File: src/rtl/cnn_pkg.sv
// Shared definitions for the CNN window datapath: kernel size, window
// packing index and the frame sequencer state encoding.
package cnn_pkg;

    localparam int KSIZE = 3;

    typedef enum logic [1:0] {
        IDLE,
        FETCH,
        DRAIN,
        DONE
    } win_state_t;

    // Flat position of window element (r,c); r=0 is the top row, c=0 the left column
    function automatic int win_idx(input int r, input int c);
        return KSIZE * r + c;
    endfunction

endpackage

File: src/rtl/cnn_line_buffer.sv
// One image row of pixel storage, addressed by the shared column pointer.
// Read is asynchronous so the old entry is available in the same cycle
// it gets overwritten; storage has no reset and maps to distributed RAM.
module cnn_line_buffer
    import cnn_pkg::*;
#(
    parameter int DEPTH = 32,
    parameter int WIDTH = 4
) (
    input  logic                     clk,
    input  logic                     wr_en,
    input  logic [$clog2(DEPTH)-1:0] addr,
    input  logic [WIDTH-1:0]         wdata,
    output logic [WIDTH-1:0]         rdata
);

    logic [WIDTH-1:0] mem [DEPTH];

    // Overwrite the entry at the column pointer when a pixel is absorbed
    always_ff @(posedge clk) begin
        if (wr_en) begin
            mem[addr] <= wdata;
        end
    end

    assign rdata = mem[addr];

endmodule

File: src/rtl/cnn_window_gen.sv
// Streaming 3x3 sliding-window generator. Walks the image ROM in raster
// order, keeps the two previous rows in line buffers and presents every
// fully populated 3x3 neighbourhood under a valid/ready handshake.
// Optional build macro CNN_WIN_COORD_EN adds out_row/out_col carrying the
// top-left anchor of each emitted window.
module cnn_window_gen
    import cnn_pkg::*;
#(
    parameter int PIX_WIDTH = 4,
    parameter int IMG_W     = 32,
    parameter int IMG_H     = 32
) (
    input  logic                               clk,
    input  logic                               rst_n,
    input  logic                               start,
    output logic                               busy,
    output logic                               done,
    output logic [$clog2(IMG_W*IMG_H)-1:0]     rom_addr,
    input  logic [PIX_WIDTH-1:0]               rom_data,
    output logic                               out_valid,
    input  logic                               out_ready,
    output logic [KSIZE*KSIZE*PIX_WIDTH-1:0]   out_win
`ifdef CNN_WIN_COORD_EN
    ,
    output logic [$clog2(IMG_H)-1:0]           out_row,
    output logic [$clog2(IMG_W)-1:0]           out_col
`endif
);

    localparam int NPIX = IMG_W * IMG_H;
    localparam int AW   = $clog2(NPIX);
    localparam int CW   = $clog2(IMG_W);
    localparam int RW   = $clog2(IMG_H);

    win_state_t state;

    logic                 adv;
    logic                 rom_vld;
    logic                 rom_stalled;
    logic [PIX_WIDTH-1:0] rom_hold;
    logic [PIX_WIDTH-1:0] rom_pix;
    logic                 pix_vld;
    logic [PIX_WIDTH-1:0] pix_q;
    logic [CW-1:0]        col;
    logic [RW-1:0]        row;
    logic                 absorb;
    logic                 win_ok;
    logic                 win_last_pix;
    logic                 out_last;
    logic [PIX_WIDTH-1:0] lb1_rd;
    logic [PIX_WIDTH-1:0] lb2_rd;
    logic [PIX_WIDTH-1:0] win [KSIZE][KSIZE];

    assign adv          = !(out_valid && !out_ready);
    assign absorb       = adv && pix_vld;
    assign win_ok       = (row >= RW'(2)) && (col >= CW'(2));
    assign win_last_pix = (row == RW'(IMG_H - 1)) && (col == CW'(IMG_W - 1));

    // The ROM keeps re-reading the held address during a stall, which would
    // replace the pixel still in flight; rom_hold keeps that pixel instead.
    assign rom_pix = rom_stalled ? rom_hold : rom_data;

    // Frame sequencer: address generation, busy/done flags
    always_ff @(posedge clk or negedge rst_n) begin
        if (!rst_n) begin
            state    <= IDLE;
            busy     <= 1'b0;
            done     <= 1'b0;
            rom_addr <= '0;
        end else begin
            case (state)
                IDLE: begin
                    if (start) begin
                        state    <= FETCH;
                        busy     <= 1'b1;
                        rom_addr <= '0;
                    end
                end
                FETCH: begin
                    if (adv) begin
                        if (rom_addr == AW'(NPIX - 1)) begin
                            state <= DRAIN;
                        end else begin
                            rom_addr <= rom_addr + 1'b1;
                        end
                    end
                end
                DRAIN: begin
                    if (out_valid && out_ready && out_last) begin
                        state <= DONE;
                        done  <= 1'b1;
                    end
                end
                DONE: begin
                    state    <= IDLE;
                    done     <= 1'b0;
                    busy     <= 1'b0;
                    rom_addr <= '0;
                end
                default: state <= IDLE;
            endcase
        end
    end

    // Pixel pipeline from ROM output to the absorb stage, frozen by stalls
    always_ff @(posedge clk or negedge rst_n) begin
        if (!rst_n) begin
            rom_stalled <= 1'b0;
            rom_hold    <= '0;
            rom_vld     <= 1'b0;
            pix_vld     <= 1'b0;
            pix_q       <= '0;
        end else begin
            rom_stalled <= !adv;
            rom_hold    <= rom_pix;
            if (adv) begin
                rom_vld <= (state == FETCH);
                pix_vld <= rom_vld;
                pix_q   <= rom_pix;
            end
        end
    end

    // Row/column position of the pixel being absorbed
    always_ff @(posedge clk or negedge rst_n) begin
        if (!rst_n) begin
            row <= '0;
            col <= '0;
        end else if (state == IDLE && start) begin
            row <= '0;
            col <= '0;
        end else if (absorb) begin
            if (col == CW'(IMG_W - 1)) begin
                col <= '0;
                row <= row + 1'b1;
            end else begin
                col <= col + 1'b1;
            end
        end
    end

    cnn_line_buffer #(
        .DEPTH (IMG_W),
        .WIDTH (PIX_WIDTH)
    ) u_lb1 (
        .clk   (clk),
        .wr_en (absorb),
        .addr  (col),
        .wdata (pix_q),
        .rdata (lb1_rd)
    );

    cnn_line_buffer #(
        .DEPTH (IMG_W),
        .WIDTH (PIX_WIDTH)
    ) u_lb2 (
        .clk   (clk),
        .wr_en (absorb),
        .addr  (col),
        .wdata (lb1_rd),
        .rdata (lb2_rd)
    );

    // Shift a new column {two rows up, one row up, current} into the window
    always_ff @(posedge clk or negedge rst_n) begin
        if (!rst_n) begin
            for (int r = 0; r < KSIZE; r++) begin
                for (int c = 0; c < KSIZE; c++) begin
                    win[r][c] <= '0;
                end
            end
        end else if (absorb) begin
            for (int r = 0; r < KSIZE; r++) begin
                for (int c = 0; c < KSIZE - 1; c++) begin
                    win[r][c] <= win[r][c+1];
                end
            end
            win[0][KSIZE-1] <= lb2_rd;
            win[1][KSIZE-1] <= lb1_rd;
            win[2][KSIZE-1] <= pix_q;
        end
    end

    // Window valid once a full neighbourhood sits in the register; wrap columns excluded
    always_ff @(posedge clk or negedge rst_n) begin
        if (!rst_n) begin
            out_valid <= 1'b0;
            out_last  <= 1'b0;
        end else if (adv) begin
            out_valid <= pix_vld && win_ok;
            out_last  <= pix_vld && win_last_pix;
        end
    end

`ifdef CNN_WIN_COORD_EN
    // Anchor coordinate travels with the window it describes
    always_ff @(posedge clk or negedge rst_n) begin
        if (!rst_n) begin
            out_row <= '0;
            out_col <= '0;
        end else if (absorb && win_ok) begin
            out_row <= row - RW'(2);
            out_col <= col - CW'(2);
        end
    end
`endif

    // Flatten the window register into the packed output bus
    always_comb begin
        out_win = '0;
        for (int r = 0; r < KSIZE; r++) begin
            for (int c = 0; c < KSIZE; c++) begin
                out_win[PIX_WIDTH*win_idx(r, c) +: PIX_WIDTH] = win[r][c];
            end
        end
    end

endmodule

File: config.mk
export PLATFORM = sky130hd
export DESIGN_NAME = cnn_window_gen
export DESIGN_NICKNAME = d
export VERILOG_FILES = /design/src/rtl/cnn_pkg.sv /design/src/rtl/cnn_line_buffer.sv /design/src/rtl/cnn_window_gen.sv
export SDC_FILE = /design/constraint.sdc
export NUM_CORES = 1
export LEC_CHECK = 0
export CAP_MARGIN = 20
export CORE_ASPECT_RATIO = 1.1
export CORE_MARGIN = 3
export CORE_UTILIZATION = 50
export CTS_CLUSTER_SIZE = 25
export DETAILED_ROUTE_END_ITERATION = 7
export DONT_BUFFER_PORTS = 1
export GPL_ROUTABILITY_DRIVEN = 0
export GPL_TIMING_DRIVEN = 1
export PLACE_DENSITY_LB_ADDON = 0.15
export SLEW_MARGIN = 15
export SYNTH_ARGS = -nofsm -noshare
export SYNTH_HDL_FRONTEND = slang
export SYNTH_SLANG_ARGS = --single-unit
File: constraint.sdc
create_clock -name clk -period 3.4 [get_ports clk]
set_input_delay 0.68 -clock clk [delete_from_list [all_inputs] [get_ports clk]]
set_output_delay 0.68 -clock clk [all_outputs]
set_load 0.02 [all_outputs]
Word-level counts from Yosys, hierarchy flattened
Memories as Yosys holds them, arrays and structs flattened. A register that Yosys moved wholly into a read port is not among the register bits. Index checks and enable logic that the tools add are counted. Widths: inputs -> output; s select.

Reduce and logical (&&, ||, !) cells: 23. Eq/ne operators: 11. Add/sub/neg operators: 3. Mux-type cells: 22. Magnitude comparators: 2.

Operators by type and width (number): $mux 10 (3); $mux 5 (6); $pmux 10 s3 (1); $add 10x1->10 const B (1); $add 5x1->5 const B (2); $eq 10x10->1 const B (1); $eq 5x5->1 const B (2); $ge 5x2->1 const B (2); $ne 2x2->1 const B (5); $logic_and 1x1->1 (9); $mux 2 (4); $pmux 2 s4 (1); $reduce_and 4->1 (2); $reduce_bool 2->1 (4); $reduce_and 2->1 (3); $eq 2x2->1 const B (2); $mux 1 (4); $mux 4 (1); $pmux 1 s2 (2); $logic_not 1->1 (3); $reduce_bool 3->1 (1); $eq 2x1->1 const B (1); $logic_not 2->1 (1).

Memories: 2. Flip-flop bits (word level): 69. Bits of input ports: 8. Bits in writable memories: 256.

Memories: u_lb1.mem (words 32, bits a word 4, read ports 1, clocked after Yosys merged registers in 0, write ports 1, line cnn_line_buffer.sv:17) `logic [WIDTH-1:0] mem [DEPTH];`; u_lb2.mem (words 32, bits a word 4, read ports 1, clocked after Yosys merged registers in 1, write ports 1, line cnn_line_buffer.sv:17).

Logic depth before layout (Yosys ltp)
Gate-level depths: netlist of run 1.

Word-level depth: 6. Depth in mapped cells: 9.

By module
A second synthesis of run 1 with hierarchy kept.

Cell total of the unflattened synthesis: 980. Area, all modules: 13838.3 sq um.

Modules (own cells, without submodules): cnn_line_buffer (instances 2, cells an instance 314, seq. area each 3843.7 sq um, area each 5258.8 sq um); cnn_window_gen (instances 1, cells an instance 352, seq. area each 1826.8 sq um, area each 3320.7 sq um).

Least setup slack after synthesis of run 1
Ideal clock, no wire load.

Path type: flip-flop to flip-flop. Start point: register col[1]. End point: memory u_lb2.mem[0][2] (data pin). Cell stages (with the launch flop): 8. Setup time: 0.394 ns. Arrival: 1.904 ns. Period minus slack after synthesis: 2.298 ns. Slack: 1.102 ns. Cell sequence: dfrtp_1 buf_6 buf_2 buf_2 mux2i_1 o22ai_1 nor4_1 nand2_1.

Longest elaborated chain between the ends: 1.

RTL lines: start, declared (line cnn_window_gen.sv:44) `logic [CW-1:0] col;`; start signal, assigned (line cnn_window_gen.sv:137) `col <= col + 1'b1;`; $mem_v2 32x4; named net lb1_rd[2] (line cnn_window_gen.sv:50) `logic [PIX_WIDTH-1:0] lb1_rd;`; end, declared (line cnn_line_buffer.sv:17).

The timed path passes the listed nets, and every way through them passes these cells.

Final worst setup path of run 1
Start point: register col[1]. End point: memory u_lb2.mem[12][0] (data pin).

Same word-level chain as after synthesis.

==> metrics.log, run 1 <==
[metrics] total via count after detailed routing: 7528
[metrics] H-tree Lvls: 2
[metrics] total power divided by cell area: 973 nW/um^2
[metrics] synth cell count leaders: edfxtp_1 (256), nand2_1 (115), mux2i_1 (84)
[metrics] Largest delay share family, worst path: buffers and inverters
[metrics] area share of the leading cell type in the synthesized netlist: 57.6%
[metrics] post-synth top area cell: edfxtp_1
[metrics] type of element launching the critical path: flop
[metrics] required time of the critical path: 3.60 ns
[metrics] RSZ-0062 raised after global routing: false
[metrics] hold crit path type: in2async
[metrics] library cell contributing the largest single delay on the critical path: dfrtp_4
[metrics] critical path start-end classification: reg2reg
[metrics] post-layout util: 57.2%
[metrics] number of storage elements in the synthesis netlist: 329
[metrics] number of warnings issued by yosys: 0
[metrics] vias per cell: 5.83
[metrics] Async S/R FF share, synth: 22.2%
[metrics] data arrival at the endpoint of the critical path: 3.16 ns
[metrics] crit path setup slack, layout: 0.437 ns
[metrics] kind of end point of the critical path: flop
[metrics] TritonCTS Sinks: 329
[metrics] fraction of final layout cells with drive strength greater than 1: 13.4%
[metrics] Placed Area: 13900 um^2
[metrics] clock buffer count from CTS: 34
[metrics] synthesized netlist cell count: 876
[metrics] Routed Antenna Nets: 0
[metrics] largest voltage drop on the vdd net: 0.000454 V
[metrics] boundary pin count: 57
[metrics] count of input and output buffers: 0
[metrics] Worst-Margin Slew: 0.858 ns
[metrics] buffers and inverters on the worst path: 3
[metrics] maximum net fanout on the critical path: 40
[metrics] number of max-slew violations in the final report: 0
[metrics] leakage power: 5.56 nW
[metrics] clock root buffer: clkbuf_16
[metrics] final critical-path share of the clock period: 87.1%
[metrics] CTS tree: done
[metrics] Worst-Skew Late Latency: 0.51 ns
[metrics] Residual DRC: 0
[metrics] routed wire length per instance: 22.5 um
[metrics] maximum number of pins on one net before global-route repair: 74
[metrics] post-synthesis cell area: 13300 um^2
[metrics] Detailed Routing Iterations Pass 1: 5
[metrics] placeable core region: 26200 um^2
[metrics] worst setup slack after placement: 0.531 ns
[metrics] number of flops mapped to enable cells by yosys: 256
[metrics] upper clock frequency limit: 338 MHz
[metrics] global-route total usage across every layer: 20.3%
[metrics] number of core rows: 62
[metrics] stage delay of the slowest cell on the critical path: 0.85 ns
[metrics] most frequent cell after synthesis: edfxtp_1
[metrics] logic depth of the worst setup path including buffers: 7
[metrics] layout overhead on the synthesized area: 12.5%
[metrics] chip height: 177 um
[metrics] worst hold slack: 0.0591 ns
[metrics] final sum of negative setup slack: 0 ns
[metrics] DRC marker count from the first detailed-route iteration: 884
[metrics] max_slew headroom: 42.6%
[metrics] sequential fraction of the synthesis area: 71.3%
[metrics] worst-path cell chain: buf_4 > mux2i_1 > o22ai_1 > nor4_1 > buf_4 > nand2_1 > buf_4
[metrics] grt total ovfl: 0
[metrics] number of nets in the final layout: 938
[metrics] number of antenna violations at the first check in global routing: 0
[metrics] post-route cell area: 15000 um^2
[metrics] number of violations of the max-capacitance limit: 0
[metrics] effective utilization at floorplan: 50.9%
[metrics] Top cell by count, worst path: buf_4
[metrics] shortest clock period the worst path allows after layout: 2.96 ns
[metrics] status: complete, no violations
[metrics] vias in the first global route: 7520
[metrics] clock-pin transition on the worst setup and hold timing paths: 0.06 ns
[metrics] leading post-synthesis cells by cell area: edfxtp_1 (58%), dfrtp_1 (14%), mux2i_1 (6.3%), nand2_1 (3.2%), mux4_2 (3.0%)
[metrics] Layout fillers: 2079
[metrics] width of the die: 162 um
[metrics] total setup buffers inserted after CTS: 0
[metrics] sum of net half-perimeters after detailed placement: 18.6 mm
[metrics] Die Area: 28700 um^2
[metrics] cells resized by post-CTS repair: 0
[metrics] first-pass GRT wire length: 44.6 mm
[metrics] buffer depth of the longest clock path: 3
[metrics] Synth Net Count: 899
[metrics] Setup violations, final: 0
[metrics] wire length after detailed routing: 29.0 mm
[metrics] post-synthesis area per instance: 15.2 um^2
[metrics] skew final: 0.0211 ns
[metrics] Reg2Reg Depth: 7
[metrics] n_diodes: 0
[metrics] final-report hold violation count: 0
[metrics] Primary FF master, synth: edfxtp_1
[metrics] count of different cell masters after synthesis: 60
sequential cells by signal, indices dropped and copies added, names as in the netlist, 2 cells and up:
signal,count
col,5
out_win,36
pix_q,4
rom_addr,10
rom_hold,4
row,5
state,2
u_lb1.mem,128
u_lb2.mem,128
stage by stage:
step | total power [mW] | instances
finish | 14.6 | 1291
detailed placement | 11.1 | 1230
global route | 15.3 | 1291
global placement | 10.9 | 1229
floorplan | 9.47 | 876
CTS | 14.7 | 1291
area by class of cell:
| type | count | area (um^2) | area share (%) |
|---|---|---|---|
| multi-input cells | 497 | 3550 | 23.7 |
| repair buffers | 42 | 380 | 2.54 |
| clock buffers | 46 | 937 | 6.25 |
| inverters | 11 | 41.3 | 0.275 |
| well taps | 352 | 440 | 2.94 |
| flip-flops and latches | 329 | 9520 | 63.5 |
| clock inverters | 14 | 129 | 0.859 |
routing by layer:
| layer | vias to the layer above | track usage (%) | wire length (um) | part of all wire [%] |
|---|---|---|---|---|
| met2 | 275 | 33.2 | 14000 | 48 |
| met3 | 44 | 4.10 | 1960 | 6.7 |
| met1 | 3791 | 27.9 | 12300 | 43 |
| li1 | 3418 | - | - | - |
| met5 | - | 0 | 0 | 0 |
| met4 | 0 | 6.26 | 689 | 2.4 |
logic make-up after synthesis:
kind of cell | synth area share (%)
compound gates | 5.40
xor+xnor | 0.131
fa+ha+maj | 1.41
buf+inv | 2.06
flops | 71.3
mux | 10.9
simple gates | 8.79
repair_timing:
action,in CTS,in global routing
endpoints found under the hold margin,73,0
hold buffers,1,0
endpoints found under the setup margin,0,0
worst paths after layout:
| kind | slack, ns | startpoint | end |
|---|---|---|---|
| worst max-delay path | 0.44 | col[1]$_DFFE_PN0P_ | u_lb2.mem[12][0]$_DFFE_PP_ |
| worst min-delay path | 0.06 | rst_n | rom_stalled$_DFF_PN0_ |
| worst max register to register | 0.44 | col[1]$_DFFE_PN0P_ | u_lb2.mem[12][0]$_DFFE_PP_ |
| worst min register to register | 0.49 | rom_vld$_DFFE_PN0N_ | rom_vld$_DFFE_PN0N_ |
| max in group asynchronous | 3.01 | rst_n | col[1]$_DFFE_PN0P_ |
| min in group clk | 0.35 | rom_data[3] | rom_hold[3]$_DFF_PN0_ |
report_power, final:
part / internal [mW] / switching [mW] / total, mW
Clock: 2.09 / 1.44 / 3.53
Combinational: 1.47 / 2.65 / 4.12
Sequential: 5.89 / 1.05 / 6.94
Total: 9.45 / 5.14 / 14.6
cells in the final DEF (no fill, tap or decap), types with 3 or more instances in the layout:
cell and instances:
a21boi_0 4, a21oi_1 13, a22o_1 4, a31oi_1 8, a32oi_1 4, and2_1 3, and3_1 6, buf_12 3
buf_4 37, clkbuf_1 9, clkbuf_16 35, clkinv_1 3, clkinv_2 5, dfrtp_1 70, edfxtp_1 256, ha_1 15
inv_1 10, mux2_2 5, mux2i_1 84, mux4_1 5, mux4_2 18, nand2_1 115, nand2b_1 3, nand3_1 20
nand4_1 5, nand4b_1 4, nor2_1 70, nor2b_1 6, nor3_1 4, nor4_1 11, o21ai_0 13, o22ai_1 37
o31ai_1 6, or3_1 4
No activity file was read; power rests on OpenSTA's default activity.
==> inputs of run 2 (changes only) <==
Settings changed: ABC_CLOCK_PERIOD_IN_PS set to 3400, SETUP_SLACK_MARGIN set to 0.15, SLEW_MARGIN 15 to 20.
==> run 2 against run 1 <==
  * Utilization is 0.21 points lower
  * Sequential share of layout area is 0.25 points higher
  * Largest cell class unchanged
  * Worst setup slack better by 0.035 ns
  * Fmax is 1.2% higher
  * Routed wire length is 0.71% lower
  * Combinational power is 1% lower
  * Critical path type unchanged
==> metrics.log, run 2 (same netlist as run 1, synthesis figures left out) <==
[metrics] number of core rows: 62
[metrics] routed wire length per instance: 22.4 um
[metrics] crit path setup slack, layout: 0.472 ns
[metrics] worst setup slack after placement: 0.525 ns
[metrics] clock root buffer: clkbuf_16
[metrics] Layout fillers: 2028
[metrics] Detailed Routing Iterations Pass 1: 5
[metrics] layout overhead on the synthesized area: 12.0%
[metrics] vias in the first global route: 7364
[metrics] Setup violations, final: 0
[metrics] Placed Area: 13900 um^2
[metrics] upper clock frequency limit: 342 MHz
[metrics] final-report hold violation count: 0
[metrics] cts hold-fix bufs: 2
[metrics] CTS tree: done
[metrics] n_diodes: 0
[metrics] largest voltage drop on the vdd net: 0.000493 V
[metrics] stage delay of the slowest cell on the critical path: 0.87 ns
[metrics] hold crit path type: in2reg
[metrics] critical path start-end classification: reg2reg
[metrics] shortest clock period the worst path allows after layout: 2.93 ns
[metrics] type of element launching the critical path: flop
[metrics] sum of net half-perimeters after detailed placement: 18.5 mm
[metrics] count of input and output buffers: 0
[metrics] Residual DRC: 0
[metrics] final sum of negative setup slack: 0 ns
[metrics] grt total ovfl: 0
[metrics] global-route total usage across every layer: 20.0%
[metrics] data arrival at the endpoint of the critical path: 3.19 ns
[metrics] sequential cell area: 9520 um^2
[metrics] DRC marker count from the first detailed-route iteration: 826
[metrics] multi-input combinational cell area: 3550 um^2
[metrics] post-route cell area: 14900 um^2
[metrics] library cell contributing the largest single delay on the critical path: dfrtp_4
[metrics] maximum net fanout on the critical path: 40
[metrics] clock buffer count from CTS: 31
[metrics] placeable core region: 26200 um^2
[metrics] cells resized by post-CTS repair: 0
[metrics] effective utilization at floorplan: 50.9%
[metrics] number of nets in the final layout: 935
[metrics] number of violations of the max-capacitance limit: 0
[metrics] status: complete, no violations
[metrics] vias per cell: 5.83
[metrics] chip height: 177 um
[metrics] fraction of final layout cells with drive strength greater than 1: 13.0%
[metrics] total power divided by cell area: 970 nW/um^2
[metrics] buffer depth of the longest clock path: 3
[metrics] number of antenna violations at the first check in global routing: 0
[metrics] leakage power: 5.52 nW
[metrics] instance count along the most critical hold path: 1
[metrics] Worst-Skew Late Latency: 0.56 ns
[metrics] first-pass GRT wire length: 43.9 mm
[metrics] Top cell by count, worst path: buf_4
[metrics] worst hold slack: 0.292 ns
[metrics] RSZ-0062 raised after global routing: false
[metrics] maximum number of pins on one net before global-route repair: 74
[metrics] Worst-Margin Slew: 0.922 ns
[metrics] clock-pin transition on the worst setup and hold timing paths: 0.06 ns
[metrics] total via count after detailed routing: 7490
[metrics] Routed Antenna Nets: 0
[metrics] number of max-slew violations in the final report: 0
[metrics] Die Area: 28700 um^2
[metrics] skew final: 0.0141 ns
[metrics] wire length after detailed routing: 28.8 mm
[metrics] H-tree Lvls: 1
[metrics] worst-path cell chain: buf_4 > mux2i_1 > o22ai_1 > nor4_1 > buf_4 > nand2_1 > buf_4
[metrics] boundary pin count: 57
[metrics] kind of end point of the critical path: flop
[metrics] final critical-path share of the clock period: 86.1%
[metrics] TritonCTS Sinks: 329
[metrics] max_slew headroom: 38.3%
[metrics] width of the die: 162 um
[metrics] leading cell type in the layout, fill and taps excluded: edfxtp_1
[metrics] Reg2Reg Depth: 7
[metrics] total setup buffers inserted after CTS: 0
[metrics] required time of the critical path: 3.66 ns
[metrics] worst reg-to-reg setup slack: 0.47 ns
[metrics] highest-count cells in the layout ignoring fill and taps: edfxtp_1 (256), nand2_1 (115), mux2i_1 (84), nor2_1 (70), dfrtp_1 (69)
run 2: cell count changes in the layout (fill, tap and decap cells not counted):
| cell | delta |
|---|---|
| clkbuf_1 | -6 |
| clkinv_1 | +5 |
| clkbuf_16 | -4 |
| bufinv_16 | +3 |
| clkbuf_8 | -2 |
| clkinv_2 | -2 |
| buf_8 | -1 |
| clkinv_4 | -1 |
| clkinvlp_4 | +1 |
| dfrtp_1 | -1 |
| dfrtp_2 | +1 |
| dlygate4sd3_1 | +1 |
run 2: final timing paths:
check                                             to                start
min in group asynchronous    rom_addr[4]$_DFFE_PN0P_                rst_n
max in group asynchronous         col[0]$_DFFE_PN0P_                rst_n
max reg2reg                u_lb2.mem[1][0]$_DFFE_PP_   col[1]$_DFFE_PN0P_
max                        u_lb2.mem[1][0]$_DFFE_PP_   col[1]$_DFFE_PN0P_
min                            rom_hold[3]$_DFF_PN0_          rom_data[3]
min reg2reg                      rom_vld$_DFFE_PN0N_  rom_vld$_DFFE_PN0N_
run 2: metrics by stage:
step	cells	util [%]	total power, mW
2_1_floorplan	876	-	9.47
6_report	1285	57.0	14.5
3_3_place_gp	1229	53.0	10.9
5_1_grt	1285	57.0	15.2
3_5_place_dp	1229	53.0	11.1
4_1_cts	1285	57.0	14.6
run 2: worst max-delay path, delay by kind of cell (launching register included):
family | cells | cell delay [ns]
AOI/OAI and AO/OA | 1 | 0.13
DFF | 1 | 0.87
muxes | 1 | 0.24
buffers and inverters | 3 | 0.86
and+or+nand+nor | 2 | 0.47
run 2: power breakdown:
part,switching (mW),internal [mW]
Clock,1.42,2.03
Sequential,1.08,5.89
Combinational,2.60,1.46
run 2: layout make-up:
class	count	area share, %
timing repair buffer	42	2.51
tap	352	2.95
clock buffer	34	5.27
inverter	11	0.276
sequential	329	63.7
clock inverter	20	1.52
multi-input combinational	497	23.7
run 2: layer usage:
| metal | track usage [%] | wire length, um | vias up |
|---|---|---|---|
| met3 | 3.70 | 2050 | 43 |
| met4 | 5.65 | 700 | 0 |
| met5 | 0 | 0 | - |
| li1 | - | - | 3411 |
| met1 | 27.9 | 12400 | 3750 |
| met2 | 32.7 | 13700 | 286 |
==> inputs of run 3 (changes only) <==
Settings changed: CORE_UTILIZATION 50 to 45.
==> run 3 against run 2 <==
  * Via count is 0.61% higher
  * Sequential share of layout area is 0.22 points lower
  * Design area is 0.32% higher
  * Utilization is 5.2 points lower
  * Final cell count is 1.9% higher
  * Die area is 11% higher
  * Sequential power is 2% lower
  * Fmax is 1.8% higher
  * Clock power is 1% higher
  * Combinational power is 5% higher
  * Global-route usage is 1.4 points lower
  * Largest cell class unchanged
  * Largest power group unchanged
  * Highest routed layer unchanged
==> metrics.log, run 3 (same netlist as run 1, synthesis figures left out) <==
[metrics] worst setup slack after placement: 0.556 ns
[metrics] global-route total usage across every layer: 18.6%
[metrics] worst setup path start: col[1]$_DFFE_PN0P_
[metrics] instance count along the most critical hold path: 1
[metrics] H-tree Lvls: 1
[metrics] layout overhead on the synthesized area: 12.4%
[metrics] number of core rows: 65
[metrics] critical path start-end classification: reg2reg
[metrics] Residual DRC: 0
[metrics] clock root buffer: clkbuf_16
[metrics] number of antenna violations at the first check in global routing: 0
[metrics] Internal Pwr Total: 9.42 mW
[metrics] highest-count cells in the layout ignoring fill and taps: edfxtp_1 (256), nand2_1 (115), mux2i_1 (84), dfrtp_1 (71), nor2_1 (70)
[metrics] placeable core region: 29000 um^2
[metrics] first-pass GRT wire length: 45.9 mm
[metrics] hold crit path type: in2reg
[metrics] Setup violations, final: 0
[metrics] kind of end point of the critical path: flop
[metrics] crit path setup slack, layout: 0.525 ns
[metrics] grt total ovfl: 0
[metrics] Reg2Reg Depth: 6
[metrics] final critical-path share of the clock period: 84.6%
[metrics] fraction of final layout cells with drive strength greater than 1: 13.6%
[metrics] clock buffer count from CTS: 31
[metrics] capturing element of the worst setup path: u_lb2.mem[14][2]$_DFFE_PP_
[metrics] routed wire length per instance: 22.5 um
[metrics] net switching component of the power: 5.15 mW
[metrics] FF-to-FF Start: col[1]$_DFFE_PN0P_
[metrics] sequential cell fraction of total power: 46.7%
[metrics] leakage power: 5.55 nW
[metrics] data arrival at the endpoint of the critical path: 3.14 ns
[metrics] Worst-Margin Slew: 0.765 ns
[metrics] worst reg-to-reg setup slack: 0.53 ns
[metrics] total setup buffers inserted after CTS: 0
[metrics] n_diodes: 0
[metrics] leading cell type in the layout, fill and taps excluded: edfxtp_1
[metrics] largest voltage drop on the vdd net: 0.000435 V
[metrics] CTS tree: done
[metrics] total via count after detailed routing: 7536
[metrics] Placed Area: 13900 um^2
[metrics] chip height: 187 um
[metrics] combinational group share of total power: 29.3%
[metrics] final sum of negative setup slack: 0 ns
[metrics] sum of net half-perimeters after detailed placement: 19.2 mm
[metrics] TritonCTS Sinks: 329
[metrics] max_slew headroom: 48.8%
[metrics] skew final: 0.0262 ns
[metrics] switching power share of the total: 35.3%
[metrics] number of violations of the max-capacitance limit: 0
[metrics] type of element launching the critical path: flop
[metrics] boundary pin count: 57
[metrics] worst hold slack: 0.296 ns
[metrics] status: complete, no violations
[metrics] shortest clock period the worst path allows after layout: 2.87 ns
[metrics] Die Area: 31700 um^2
[metrics] part of the power in the clock network: 24.0%
[metrics] maximum net fanout on the critical path: 32
[metrics] count of input and output buffers: 0
[metrics] maximum number of pins on one net before global-route repair: 74
[metrics] required time of the critical path: 3.66 ns
[metrics] FF-to-FF End: u_lb2.mem[14][2]$_DFFE_PP_
[metrics] RSZ-0062 raised after global routing: false
[metrics] Hold Crit Start: rom_data[0]
[metrics] vias in the first global route: 7694
[metrics] DRC marker count from the first detailed-route iteration: 491
[metrics] total power divided by cell area: 972 nW/um^2
[metrics] upper clock frequency limit: 348 MHz
[metrics] vias per cell: 5.76
[metrics] overall power of the completed layout: 14.6 mW
[metrics] number of max-slew violations in the final report: 0
[metrics] wire length after detailed routing: 29.5 mm
[metrics] width of the die: 170 um
[metrics] cells resized by post-CTS repair: 0
[metrics] number of nets in the final layout: 939
[metrics] Worst-Skew Late Latency: 0.57 ns
[metrics] clock-pin transition on the worst setup and hold timing paths: 0.07 ns
[metrics] post-route cell area: 15000 um^2
[metrics] Routed Antenna Nets: 0
[metrics] Detailed Routing Iterations Pass 1: 5
[metrics] buffer depth of the longest clock path: 3
[metrics] effective utilization at floorplan: 46.1%
[metrics] final-report hold violation count: 0
run 3: worst min-delay path by stage:
stage / to / slack, ns
2_1_floorplan: busy$_DFFE_PN0P_ / 0.38
3_3_place_gp: rom_addr[4]$_DFFE_PN0P_ / 0.39
3_5_place_dp: rom_addr[4]$_DFFE_PN0P_ / 0.39
4_1_cts: rom_hold[0]$_DFF_PN0_ / 0.28
5_1_grt: rom_hold[0]$_DFF_PN0_ / 0.28
6_report: rom_hold[0]$_DFF_PN0_ / 0.30
run 3: through the flow:
stage | utilization [%] | instances
floorplan | - | 876
global placement | 48.0 | 1249
finish | 51.8 | 1309
CTS | 51.8 | 1309
detailed placement | 48.0 | 1249
global route | 51.8 | 1309
run 3: final cells by class:
type | instances | area (um^2)
clock buffers | 37 | 798
clock inverters | 21 | 240
fillers | 2359 | 14000
inverters | 11 | 41.3
multi-input cells | 497 | 3550
flip-flops and latches | 329 | 9520
well taps | 368 | 460
repair buffers | 46 | 380
run 3: timing repair:
action                                  4_1_cts  5_1_grt
endpoints found under the setup margin        0        0
hold buffers                                  2        0
hold endpoints to repair                     73        0
run 3: worst max-delay path, stage by stage, from the launching register on:
cell and delay, ns:
dfrtp_4 0.74, buf_4 0.47, mux2i_1 0.27, o22ai_1 0.14, nor4_1 0.55, nand2_1 0.10, buf_4 0.26
run 3: power by group through the flow:
stage	logic [mW]	clock network, mW	registers, mW
after floorplan	2.81	0	6.67
after global placement	4.18	0	6.86
after detailed placement	4.26	0	6.89
after CTS	4.29	3.58	6.81
after global routing	4.68	3.74	6.90
final	4.26	3.50	6.80
run 3: routing by layer:
| layer | wire, um | track usage, % | vias up |
|---|---|---|---|
| li1 | - | - | 3414 |
| met1 | 12500 | 25.2 | 3835 |
| met2 | 14400 | 30.9 | 243 |
| met3 | 1900 | 3.24 | 44 |
| met4 | 751 | 5.37 | 0 |
| met5 | 0 | 0 | - |
